[config.mk]
export PLATFORM = sky130hd
export DESIGN_NAME = control_flow_ctrl
export DESIGN_NICKNAME = d
export VERILOG_FILES = /design/src/rtl/cf_pkg.sv /design/src/rtl/cf_decode.sv /design/src/rtl/control_flow_ctrl.sv
export SDC_FILE = /design/constraint.sdc
export NUM_CORES = 1
export LEC_CHECK = 0
export ABC_CLOCK_PERIOD_IN_PS = 2090
export CORE_MARGIN = 10
export CORE_UTILIZATION = 21
export DETAILED_ROUTE_END_ITERATION = 12
export GPL_TIMING_DRIVEN = 0
export PLACE_DENSITY = 0.88
export SLEW_MARGIN = 20
export SYNTH_ARGS = -nofsm -noshare
export SYNTH_HDL_FRONTEND = slang
export SYNTH_SLANG_ARGS = --single-unit
[constraint.sdc]
create_clock -name clk -period 2.09 [get_ports clk]
set_input_delay 0.5225 -clock clk [delete_from_list [all_inputs] [get_ports clk]]
set_output_delay 0.5225 -clock clk [all_outputs]
set_load 0.005 [all_outputs]
[src/rtl/cf_pkg.sv]
// Shared constants and types for the control-flow controller:
// opcodes it resolves, PC mux select encoding and FSM states.
package cf_pkg;

   localparam logic [6:0] OPC_JAL    = 7'b1101111;
   localparam logic [6:0] OPC_JALR   = 7'b1100111;
   localparam logic [6:0] OPC_BRANCH = 7'b1100011;

   typedef enum logic [1:0] {
      PC_SEQ   = 2'b00,
      PC_BRADD = 2'b01,
      PC_ALU   = 2'b10,
      PC_TRAP  = 2'b11
   } pc_sel_t;

   typedef enum logic {
      CF_RUN     = 1'b0,
      CF_JALR_EX = 1'b1
   } cf_state_t;

endpackage

[src/rtl/cf_decode.sv]
// ID-stage control-flow decode: classifies the instruction in ID as JAL,
// JALR or a taken conditional branch. A bubble (valid low) decodes as
// nothing regardless of its opcode bits.
module cf_decode
   import cf_pkg::*;
(
   input  logic [31:0] instruction_id_i,
   input  logic        instruction_id_valid_i,
   input  logic        branch_condition_i,
   output logic        jal_id,
   output logic        jalr_id,
   output logic        br_taken
);

   logic [6:0] opcode;
   logic       br_id;
   logic       unused_instr_bits;

   assign opcode = instruction_id_i[6:0];

   // Opcode match, gated by the ID valid bit; funct3[0] inverts the
   // comparator result so BNE/BGE/BGEU reuse the eq/lt/ltu comparator.
   always_comb begin
      jal_id   = instruction_id_valid_i && (opcode == OPC_JAL);
      jalr_id  = instruction_id_valid_i && (opcode == OPC_JALR);
      br_id    = instruction_id_valid_i && (opcode == OPC_BRANCH);
      br_taken = br_id && (instruction_id_i[12] ^ branch_condition_i);
   end

   assign unused_instr_bits = ^{instruction_id_i[31:13], instruction_id_i[11:7]};

endmodule

[src/rtl/control_flow_ctrl.sv]
// Control-flow controller for the 5-stage pipeline: picks the next PC,
// resolves JAL/branches in ID and JALR in EX (one cycle later), and
// drives IF/ID and ID/EX flushes.
// Optional feature: define CF_MISALIGN_TRAP_EN to redirect misaligned
// jump/branch targets to TRAP_VECTOR and expose misalign_o.
module control_flow_ctrl
   import cf_pkg::*;
#(
`ifdef CF_MISALIGN_TRAP_EN
   parameter logic [31:0] TRAP_VECTOR = 32'h0000_0100,
`endif
   parameter logic [31:0] RESET_PC    = 32'h0000_0000
) (
   input  logic        clk,
   input  logic        reset,
   input  logic [31:0] instruction_id_i,
   input  logic        instruction_id_valid_i,
   input  logic        branch_condition_i,
   input  logic [31:0] branch_adder_id_i,
   input  logic [31:0] alu_result_ex_i,
   input  logic [31:0] pc_plus4_if_i,
   input  logic        stall_i,
   output logic [31:0] pc_next_if_o,
   output logic [1:0]  pc_sel_o,
   output logic        pc_en_o,
   output logic        if_id_flush_o,
   output logic        id_ex_flush_o,
`ifdef CF_MISALIGN_TRAP_EN
   output logic        misalign_o,
`endif
   output logic        jalr_pending_o
);

   cf_state_t   state;
   pc_sel_t     pc_sel;
   logic        jal_id;
   logic        jalr_id;
   logic        br_taken;
   logic [31:0] jalr_target;
   logic        misalign;
   logic        unused_alu_bit;

   cf_decode u_decode (
      .instruction_id_i       (instruction_id_i),
      .instruction_id_valid_i (instruction_id_valid_i),
      .branch_condition_i     (branch_condition_i),
      .jal_id                 (jal_id),
      .jalr_id                (jalr_id),
      .br_taken               (br_taken)
   );

   assign jalr_target    = {alu_result_ex_i[31:1], 1'b0};
   assign unused_alu_bit = alu_result_ex_i[0];

   // FSM: a JALR in ID arms a one-cycle wait for its EX-stage target,
   // unless the pipeline is stalled (rs1 not ready yet).
   always_ff @(posedge clk) begin
      if (reset) begin
         state <= CF_RUN;
      end else begin
         case (state)
            CF_RUN:     if (!stall_i && jalr_id) state <= CF_JALR_EX;
            CF_JALR_EX: state <= CF_RUN;
            default:    state <= CF_RUN;
         endcase
      end
   end

   // Next-PC mux and flush generation; reset forces RESET_PC and no redirect,
   // and an armed JALR overrides anything currently in ID.
   always_comb begin
      pc_sel        = PC_SEQ;
      pc_next_if_o  = pc_plus4_if_i;
      pc_en_o       = 1'b0;
      if_id_flush_o = 1'b0;
      id_ex_flush_o = 1'b0;
      misalign      = 1'b0;
      if (reset) begin
         pc_next_if_o = RESET_PC;
      end else if (state == CF_JALR_EX) begin
         pc_sel        = PC_ALU;
         pc_next_if_o  = jalr_target;
         pc_en_o       = 1'b1;
         if_id_flush_o = 1'b1;
         id_ex_flush_o = 1'b1;
`ifdef CF_MISALIGN_TRAP_EN
         if (jalr_target[1]) begin
            pc_sel       = PC_TRAP;
            pc_next_if_o = TRAP_VECTOR;
            misalign     = 1'b1;
         end
`endif
      end else if (stall_i) begin
         id_ex_flush_o = 1'b1;
      end else if (jalr_id) begin
         pc_en_o = 1'b1;
      end else if (jal_id || br_taken) begin
         pc_sel        = PC_BRADD;
         pc_next_if_o  = branch_adder_id_i;
         pc_en_o       = 1'b1;
         if_id_flush_o = 1'b1;
`ifdef CF_MISALIGN_TRAP_EN
         if (branch_adder_id_i[1:0] != 2'b00) begin
            pc_sel       = PC_TRAP;
            pc_next_if_o = TRAP_VECTOR;
            misalign     = 1'b1;
         end
`endif
      end else begin
         pc_en_o = 1'b1;
      end
   end

   assign pc_sel_o       = pc_sel;
   assign jalr_pending_o = !reset && (state == CF_JALR_EX);

`ifdef CF_MISALIGN_TRAP_EN
   assign misalign_o = misalign;
`else
   logic unused_misalign;
   assign unused_misalign = misalign;
`endif

endmodule

; ---- Yosys cells after proc, flatten, opt, wreduce, memory -nomap -nowiden
; Cells that the tools add are included.
[totals]
register_bits = 1
output_inout_bits = 38
[classes]
n_eq_ne = 3
muxes = 23
n_bitwise = 2
reduce_logical = 9
[op_table]
columns = cell, n
row1 = 32-bit 2-to-1 mux, 5
row2 = "7-bit equality test, second input constant", 3
row3 = 1-bit 2-to-1 mux, 15
row4 = 1-bit logical AND, 6
row5 = 2-bit 2-to-1 mux, 2
row6 = 1-bit logical NOT, 2
row7 = 1-bit one-hot mux with 2 select lines, 1
row8 = 1-bit logical OR, 1
row9 = 1-bit inverter, 1
row10 = 1-bit bitwise XOR, 1

; ---- Depth between registers and ports, before layout
[logic_depth]
word_depth = 9
depth_mapped = 6

; ---- By module
; From an unflattened synthesis, not the netlist that was laid out.
[hier_totals]
hier_cells = 133
hier_area_um2 = 903.4
[modules_own_cells]
columns = module, instances, cells_each, area_each_um2, seq_area_each_um2
row1 = control_flow_ctrl, 1, 124, 829.5, 20.0
row2 = cf_decode, 1, 9, 73.8, 0.0

; ---- Worst setup path before layout
; Ideal clock, no wire load.
[synth_timing]
path_kind = input -> output
start = input port stall_i
end = output port pc_next_if_o[22]
arrival_time_ns = 1.709
path_slack_ns = -0.142
path_stages = 6
n_path_buf = 2
cell_sequence = and4b_1 -> nand4b_4 -> or2_1 -> buf_6 -> buf_6 -> o311a_1
[synth_between]
elab_chain_cells = 3
[synth_lines]
columns = item, line_no
row1 = start: declaration, control_flow_ctrl.sv:22  ; input logic stall_i,
row2 = 32-bit 2-to-1 mux, control_flow_ctrl.sv:93  ; end else if (stall_i) begin
row3 = 32-bit 2-to-1 mux, control_flow_ctrl.sv:80  ; end else if (state == CF_JALR_EX) begin
row4 = 32-bit 2-to-1 mux, control_flow_ctrl.sv:78  ; if (reset) begin
row5 = end: declaration, control_flow_ctrl.sv:23  ; output logic [31:0] pc_next_if_o,
; No other way between the ends.

; ---- Final worst setup path
[layout_timing]
start = input port stall_i
end = output port pc_next_if_o[0]
; Same word-level chain as after synthesis.

==> key figures <==
Detailed routing
  – Initial DRC count: 65
  – Remaining antenna violation count: 0
  – Drt pass-1 iters: 4
  – Remaining DRCs: 0
  – Vias: 2034
  – Post-DR wirelength/cell: roughly 17 µm
  – Vias per std cell: around 4.8
  – Detailed Route WL: 7276 µm

Logic synthesis
  – Simple-gate share of the synthesized area: 18.23%
  – Compound-Gate Fraction of Synth Area: between 50% and 60%
  – Sequential cell area fraction in the yosys report: 1.768%
  – Synthesis warning total: 0
  – Largest family of logic cells by synthesized area: compound AO/OA/AOI/OAI gates
  – Post-Syn Nets: 334
  – Cell Area, Synth: 0.001132 mm²
  – Count of cell types in the netlist: 19
  – Post-Synth Adder-Cell Area: 0%
  – Syn Area/Cell: 5.634 µm²
  – Multiplexer share of the synthesized area: 0%
  – Synth Area in XOR/XNOR: less than 1%
  – Cells after Synth: between 200 and 250
  – FF+latch count, synth: 1

Hold path
  – Hold path cells: 3
  – Hold path endpoint: state
  – HP Start: state
  – Hold Crit Class: register to register

Die
  – Initial Utilization: 21.89%
  – Site row count: 26
  – Die area: 0.008729 mm²
  – Die X-Extent: 93.43 µm
  – Number of I/O pins: 171
  – Vert. Die Dim: approximately 93 µm
  – Floorplan core area: roughly 0.0052 mm²

Worst setup path
  – FF-to-FF Start: state
  – Worst setup SP type: input port
  – Crit path max fanout: 4
  – Flop-to-flop setup slack: 900 ps
  – WP data required: around 1600 ps
  – Critical path's top delay family: simple AND/OR/NAND/NOR gates
  – Critical path's slowest cell: or3b_2
  – Crit Path Class: input port to output pin
  – WP depth: 8
  – Critical Path End Type: output pin
  – CP dominant cell by count: buf_4
  – Critical Path AT: roughly 2000 ps
  – Worst r2r dst: state
  – Critical-path cell list: buf_6 -> and4b_2 -> nand4b_4 -> buf_4 -> buf_4 -> or3b_2 -> a21oi_1 -> buf_2
  – CP Buf/Inv Count: 4
  – Max incr delay on CP: 430 ps
  – Worst R2R Path Depth: 3

STA
  – Worst-margin pin slew: roughly 530 ps
  – Fin crit share: 120.4%
  – Worst clock skew: 0 ps
  – Final setup viols: 34
  – Max-slew headroom: 64.69%
  – Final setup margin: -425.5 ps
  – Fmax: 397.5 MHz
  – Post-layout min period: 2515 ps
  – RSZ-0062 raised after global routing: true
  – Setup TNS: -12970 ps
  – Pins Over Slew Limit: 0
  – Final hold violation count: 0

Finish
  – Most common cell after layout, fill and taps aside: clkdlybuf4s50_1
  – Largest registers: state: 1 flops
  – Fin area: 0.002689 mm²
  – Top reg by flops: state
  – Post-layout util: 51.98%
  – Layout cells sized above 1: between 20% and 30%
  – N_diodes: 0
  – Most frequent cells in the layout: clkdlybuf4s50_1, buf_2, nor2_1, a21oi_1, inv_1
  – Synth-to-layout area growth: 137.5%
  – Max reg flops: 1
  – Layout Nets: just under 500

Power and ir drop
  – Peak VDD IR: 0.07595 mV
  – Total Power: 415.3 µW
  – Leakage: 0.001255 µW
  – Pwr Density: 154.4 mW/mm²

Placement
  – Placed inst area: 0.002661 mm²
  – Dpl ws: -1307 ps
  – Detailed placement HPWL: 5810 µm
  – Port-buffer cells: 144
  – Global placement routability congestion: 0.8094

Outcome
  – Status: complete, but fails checks
  – Failing checks: setup timing

GRT
  – Maximum number of pins on one net before global-route repair: 11
  – Tot GR Track Use: between 10% and 20%
  – Remaining Overflow, GRT: 0
  – First-pass GRT wire length: 11120 µm
  – Initial antenna violation count: 0
  – Vias in the first global route: roughly 2200

Clock tree
  – Later-pin clock latency in the skew report: 0 ps
  – CTS clock-pin slew for the worst setup and hold paths: 0 ps

Run
  – Max-Cap Viols: 0
metal layers:
metal / vias up / track usage [%] / routed length, µm
li1: 1026 / - / -
met1: 911 / 17.01 / 2989
met2: 91 / 28.19 / 3600
met3: 6 / 4.237 / 619
met4: 0 / 2.057 / 65
met5: - / 0 / 0
worst max-delay path by stage:
stage	start	endpoint	slack (ps)
floorplan	stall_i	pc_next_if_o[22]	-130
global placement	instruction_id_i[3]	pc_next_if_o[0]	-1230
detailed placement	instruction_id_i[3]	pc_next_if_o[0]	-1310
CTS	stall_i	pc_next_if_o[29]	-490
global route	stall_i	pc_next_if_o[0]	-490
finish	stall_i	pc_next_if_o[0]	-430
cell families after synthesis:
family                 after synthesis
flip-flops                           1
XOR/XNOR                             1
AO/OA/AOI/OAI                       98
AND/OR/NAND/NOR                     43
buffers and inverters               58
worst reg2reg max path: stages (launching register included):
cell and delay, ps:
dfxtp_2 340, buf_8 150, or2_2 340, nor4b_1 270
where the power goes:
group          total [µW]  leakage (µW)  internal (µW)  switching (µW)
combinational         396       0.00125            263             132
sequential           19.5    0.00000857           19.5          0.0423
clock                   0             0              0               0
total                 415       0.00125            283             132
area by class of cell:
| class | count | area (µm²) |
|---|---|---|
| Multi-Input combinational cell | 142 | 897.1 |
| Sequential cell | 1 | 21.27 |
| Inverter | 32 | 120.1 |
| Timing Repair Buffer | 157 | 1370 |
| Tap cell | 70 | 87.58 |
| Fill cell | 541 | 2484 |
| Buffer | 24 | 192.7 |
synth_stat cells:
| cell | count | share of area (%) |
|---|---|---|
| a21oi_1 | 35 | 15 |
| and2_1 | 1 | 0.55 |
| and4b_1 | 1 | 0.88 |
| buf_4 | 1 | 0.66 |
| buf_6 | 4 | 4.0 |
| clkbuf_1 | 21 | 7.0 |
| dfxtp_1 | 1 | 1.8 |
| inv_1 | 32 | 11 |
| nand4b_4 | 1 | 2.1 |
| nor2_1 | 35 | 12 |
| nor3_1 | 1 | 0.44 |
| nor4b_1 | 1 | 0.77 |
| o21ai_0 | 29 | 13 |
| o21ai_1 | 3 | 1.3 |
| o311a_1 | 31 | 27 |
| or2_1 | 1 | 0.55 |
| or2_2 | 1 | 0.55 |
| or3b_2 | 1 | 0.77 |
| xor2_1 | 1 | 0.77 |
what timing repair did:
action                                 in CTS  in global routing
gates resized for setup                   192                 11
endpoints found under the hold margin       0                  0
pin swaps                                   7                  8
setup endpoints to repair                  39                 35
hold buffers                                0                  0
gates cloned                                1                  0
setup buffers                              10                  2
per-stage QoR:
stage,instances,hold WS [ps]
after CTS,424,819.2
after global placement,415,1131
after detailed placement,415,1135
after floorplan,201,599.2
final,426,789.6
after global routing,426,834.3
Power figures use the tool's default switching activity.
